==> src/rtl/cpumc_arb.sv <==
// Registered-owner arbiter for the CPU memory-controller bus: HCI > DMA > CPU,
// with a read-only turnaround cycle on every ownership change and a CPU stall counter.
module cpumc_arb #(
  parameter int DMA_MAX_BURST = 0
) (
  input  logic        clk_in,
  input  logic        rst_in,
  input  logic [15:0] cpu_a_in,
  input  logic        cpu_r_nw_in,
  input  logic [7:0]  cpu_d_in,
  output logic        cpu_rdy_out,
  input  logic        hci_req_in,
  input  logic [15:0] hci_a_in,
  input  logic        hci_r_nw_in,
  input  logic [7:0]  hci_d_in,
  output logic        hci_gnt_out,
  input  logic        dma_req_in,
  input  logic [15:0] dma_a_in,
  input  logic        dma_r_nw_in,
  input  logic [7:0]  dma_d_in,
  output logic        dma_gnt_out,
  output logic [15:0] bus_a_out,
  output logic        bus_r_nw_out,
  output logic [7:0]  bus_d_out,
  output logic [1:0]  bus_owner_out,
  output logic [15:0] stall_cnt_out,
  input  logic        stall_cnt_clr_in
);

  // State encoding doubles as the bus_owner_out code.
  localparam logic [1:0] ST_CPU  = 2'd0;
  localparam logic [1:0] ST_TURN = 2'd1;
  localparam logic [1:0] ST_DMA  = 2'd2;
  localparam logic [1:0] ST_HCI  = 2'd3;

  localparam int BW = (DMA_MAX_BURST == 0) ? 1 : $clog2(DMA_MAX_BURST + 1);
  localparam logic [BW-1:0] BURST_LAST = BW'((DMA_MAX_BURST == 0) ? 0 : DMA_MAX_BURST - 1);
  localparam bit BURST_LIMITED = (DMA_MAX_BURST != 0);

  logic [1:0]    state_q, state_d;
  logic [1:0]    tgt_q, tgt_d;
  logic [BW-1:0] burst_q, burst_d;
  logic [15:0]   stall_q, stall_d;
  logic [1:0]    prio;
  logic          burstDone;

  assign prio      = hci_req_in ? ST_HCI : (dma_req_in ? ST_DMA : ST_CPU);
  assign burstDone = BURST_LIMITED && (burst_q == BURST_LAST);

  always_comb begin
    state_d = state_q;
    tgt_d   = tgt_q;
    case (state_q)
      ST_CPU: begin
        if (prio != ST_CPU) begin
          state_d = ST_TURN;
          tgt_d   = prio;
        end
      end
      ST_TURN: begin
        // Requests are re-sampled here, so a withdrawn request falls straight to the CPU.
        if (hci_req_in)                         state_d = ST_HCI;
        else if (tgt_q == ST_DMA && dma_req_in) state_d = ST_DMA;
        else                                    state_d = ST_CPU;
      end
      ST_DMA: begin
        if (hci_req_in) begin
          state_d = ST_TURN;
          tgt_d   = ST_HCI;
        end else if (!dma_req_in || burstDone) begin
          state_d = ST_TURN;
          tgt_d   = ST_CPU;
        end
      end
      default: begin
        if (!hci_req_in) begin
          state_d = ST_TURN;
          tgt_d   = dma_req_in ? ST_DMA : ST_CPU;
        end
      end
    endcase
  end

  always_comb begin
    burst_d = '0;
    if (state_q == ST_DMA && state_d == ST_DMA) burst_d = burst_q + 1'b1;
  end

  always_comb begin
    stall_d = stall_q;
    if (stall_cnt_clr_in)                              stall_d = '0;
    else if (state_q != ST_CPU && stall_q != 16'hFFFF) stall_d = stall_q + 16'd1;
  end

  always_ff @(posedge clk_in) begin
    if (rst_in) begin
      state_q <= ST_CPU;
      tgt_q   <= ST_CPU;
      burst_q <= '0;
      stall_q <= '0;
    end else begin
      state_q <= state_d;
      tgt_q   <= tgt_d;
      burst_q <= burst_d;
      stall_q <= stall_d;
    end
  end

  assign cpu_rdy_out   = (state_q == ST_CPU);
  assign dma_gnt_out   = (state_q == ST_DMA);
  assign hci_gnt_out   = (state_q == ST_HCI);
  assign bus_owner_out = state_q;
  assign stall_cnt_out = stall_q;

  // TURN drives a harmless read of address 0 so the turnaround can never write.
  always_comb begin
    bus_a_out    = 16'h0000;
    bus_r_nw_out = 1'b1;
    bus_d_out    = 8'h00;
    case (state_q)
      ST_CPU: begin
        bus_a_out    = cpu_a_in;
        bus_r_nw_out = cpu_r_nw_in;
        bus_d_out    = cpu_d_in;
      end
      ST_DMA: begin
        bus_a_out    = dma_a_in;
        bus_r_nw_out = dma_r_nw_in;
        bus_d_out    = dma_d_in;
      end
      ST_HCI: begin
        bus_a_out    = hci_a_in;
        bus_r_nw_out = hci_r_nw_in;
        bus_d_out    = hci_d_in;
      end
      default: ;
    endcase
  end

endmodule

==> config.mk <==
export PLATFORM = sky130hd
export DESIGN_NAME = cpumc_arb
export DESIGN_NICKNAME = d
export VERILOG_FILES = /design/src/rtl/cpumc_arb.sv
export SDC_FILE = /design/constraint.sdc
export NUM_CORES = 1
export LEC_CHECK = 0
export BUFFER_PORTS_ARGS = -buffer_cell sky130_fd_sc_hd__clkbuf_2
export CAP_MARGIN = 20
export CORE_MARGIN = 2
export CORE_UTILIZATION = 33
export DETAILED_ROUTE_END_ITERATION = 8
export PLACE_DENSITY_LB_ADDON = 0.2
export RECOVER_POWER = 25
export SLEW_MARGIN = 20
export SYNTH_ARGS = -nofsm -noshare
export SYNTH_HDL_FRONTEND = slang
export SYNTH_SLANG_ARGS = --single-unit
export TNS_END_PERCENT = 5
==> constraint.sdc <==
create_clock -name clk_in -period 3.6 [get_ports clk_in]
set_input_delay 0.72 -clock clk_in [delete_from_list [all_inputs] [get_ports clk_in]]
set_output_delay 0.72 -clock clk_in [all_outputs]
set_load 0.02 [all_outputs]
==> results.cfg <==
[timing]
setup-violations-final = 0
fmax_mhz = 355.2
hold_viol_final = 0
drv_slew = 0
tns_ns = 0
grt_setup_unrepaired = no
min_period_ns = 2.815
worst_slew_pin_slew_ns = 0.9174
fin_skew_ns = 0.001399
maxSlewHeadroom_pct = 38.84
fin_crit_sh_pct = 78.20

[route]
drt-pass1-iter-count = 6
dr_wl_met2_mm = 2.671
routed_wl_mm = 5.548
drc_errors = 0
dr_wl_met3_um = 257
ant_nets = 0
wl_met1_mm = 2.592
highest_layer = met4
wire_per_inst_um = 15.24
drt_iter0_markers = 245
via_per_inst = 5.676
num_vias = 2066

[clock_network]
clock-sinks = 20
cts_setup_buffers = 0
cts_resized = 0
clk_pin_slew_ns = 0.07
cts_root_buffer = clkbuf_8
holdBufCountCts = 0
clk_latency_ns = 0.26
clk_path_buf_depth = 2
cts_tree = yes
cts_buffers = 3
h-tree-depth = 1

[critical_path]
crit_path_start_kind = flip-flop
worstPathArrival_ns = 2.10
end_kind = output port
cp_max_fo = 19
worst_ep_required_time_ns = 2.88
crit_type = reg -> out

[hold_path]
hold_path.class = reg -> reg

[die]
start_util_pct = 34.00
core-area_sq_um = 4692
die_w_um = 73.53
num_rows = 25
pin_count = 126
dieArea_sq_um = 5407
fp.dieH_um = 73.53

[job]
cap_violations = 0

[logic_synthesis]
synthesis.area_sq_um = 1595
ys_types = 44
yosysWarnings = 0
syn_avg_cell_area_sq_um = 8.181
ys_seq_area_share_pct = 25.10
syn_nets = 282
synth_cells = 195
ys_ff_latch = 20

[final_layout]
multiInputGateArea_sq_um = 1089
drive_gt1_share_pct = 40.00
nNetsFinal = 399
area_growth_pct = 41.41
fillerInstances = 506
diodes = 0
seqCellArea_sq_um = 400.4
final_util_pct = 48.08

[global_route]
grt_pass1_vias = 1742
grt_max_degree = 28
grt_usage_pct = 18.18
antenna_found_initial = 0
gr-total-overflow = 0
grt_pass1_wl_mm = 8.004

[power]
p_leak_nw = 1.055
p_total_mw = 0.7020
ir_drop_uv = 152.4
pwr_density_cell_nw_per_um2 = 311.2

[run_status]
status = finished, final reports clean

[placed_design]
gp_congestion = 0.7420
dp_hpwl_mm = 4.230
port_buffers = 125
critical path: stages, from the launching register on:
cell	delay, ns
dfxtp_1	0.36
inv_1	0.13
ha_1	0.67
buf_4	0.26
a222oi_1	0.07
nor2_1	0.15
clkbuf_2	0.19
per-layer routing:
layer / up-vias / GRT usage, %
met5: - / 0
met4: 0 / 2.424
met1: 966 / 26.56
li1: 1026 / -
met3: 2 / 3.704
met2: 72 / 28.17
report_power, final:
part / switching [mW] / internal [mW]
combinational: 0.195 / 0.125
sequential: 0.00737 / 0.228
clock: 0.0720 / 0.0745
Yosys cell counts:
| cell type | count | share of area, % |
|---|---|---|
| mux2_2 | 1 | 0.71 |
| nor3b_1 | 1 | 0.47 |
| a21o_1 | 1 | 0.47 |
| o211a_1 | 1 | 0.63 |
| buf_1 | 2 | 0.47 |
| o22ai_1 | 1 | 0.39 |
| o41ai_1 | 3 | 1.6 |
| mux2i_1 | 2 | 1.3 |
| a41oi_1 | 1 | 0.55 |
| a21oi_1 | 13 | 4.1 |
| or4_1 | 8 | 3.8 |
| nand2_4 | 1 | 0.71 |
| nand2_1 | 9 | 2.1 |
| clkbuf_2 | 1 | 0.31 |
| nor2_1 | 28 | 6.6 |
| a222oi_1 | 24 | 15 |
| a211oi_1 | 2 | 0.94 |
| nand4_1 | 3 | 1.2 |
| o211ai_1 | 2 | 0.94 |
| a22oi_1 | 1 | 0.47 |
| nand4_2 | 2 | 1.6 |
| or3_1 | 4 | 1.6 |
| inv_1 | 8 | 1.9 |
| nand3_1 | 5 | 1.6 |
| o31ai_1 | 6 | 2.8 |
| a31oi_1 | 2 | 0.78 |
| nor4_4 | 1 | 1.3 |
| clkbuf_1 | 11 | 2.6 |
| nor4_2 | 2 | 1.6 |
| nor3_1 | 5 | 1.6 |
| and2_1 | 1 | 0.39 |
| o21ai_1 | 1 | 0.31 |
| nand4_4 | 1 | 1.3 |
| ha_1 | 7 | 5.5 |
| nand3_2 | 1 | 0.63 |
| and4_1 | 2 | 1.1 |
| o21ai_0 | 1 | 0.31 |
| nand2b_1 | 2 | 0.78 |
| o311ai_0 | 3 | 1.6 |
| buf_6 | 2 | 1.4 |
| and3b_1 | 1 | 0.55 |
| dfxtp_1 | 20 | 25 |
| or2_0 | 1 | 0.39 |
| o221ai_1 | 1 | 0.55 |
flip-flops by register name, summed over array words and instances, names as in the netlist:
name / cells
tgt_q: 2
stall_cnt_out: 16
bus_owner_out: 2
worst paths after layout:
| kind | start | end | slack, ns | cells after the start |
|---|---|---|---|---|
| hold reg to reg | tgt_q[1] | tgt_q[1] | 0.46 | 2 |
| hold / removal | tgt_q[1] | tgt_q[1] | 0.46 | 2 |
| setup / recovery | bus_owner_out[0] | bus_a_out[1] | 0.78 | 6 |
| setup reg to reg | bus_owner_out[0] | stall_cnt_out[14] | 1.15 | 7 |
final cells by class:
type	count	share of cell area [%]
clock buffers	3	1.830
well taps	54	2.995
inverters	8	1.331
flip-flops and latches	20	17.75
repair buffers	128	27.84
multi-input cells	151	48.25
cells by family (layout without fill, tap and decap cells):
kind of cell	count (synthesis)	in the layout	share of synthesized area (%)
muxes	3	3	1.961
DFF	20	20	25.10
AOI/OAI and AO/OA	63	63	31.61
buffers and inverters	24	139	6.667
and+or+nand+nor	78	78	29.18
adders and majority gates	7	7	5.490
per-stage QoR:
stage          hold slack [ns]  instances  worst slack, ns  instance area [sq um]
6_report                0.4631        364           0.7847                   2256
5_1_grt                 0.5027        364           0.6712                   2256
4_1_cts                 0.4632        364           0.8190                   2276
3_5_place_dp            0.4526        361            1.117                   2235
3_3_place_gp            0.4456        361            1.123                   2235
2_1_floorplan           0.4259        195            1.019                   1595
placed cells by master (no fill, tap or decap), types with 3 or more instances in the layout:
cell type,synthesis,layout
nand3_1,5,5
nand2_1,9,9
clkbuf_2,1,109
dfxtp_1,20,20
or4_1,8,8
a222oi_1,24,24
clkbuf_8,0,3
o31ai_1,6,6
nand4_1,3,3
o311ai_0,3,3
o41ai_1,3,3
buf_4,0,3
inv_1,8,8
clkbuf_1,11,16
or3_1,4,4
nor3_1,5,5
nor2_1,28,28
a21oi_1,13,13
ha_1,7,7
Note: power is estimated with default switching activity, not from simulation.
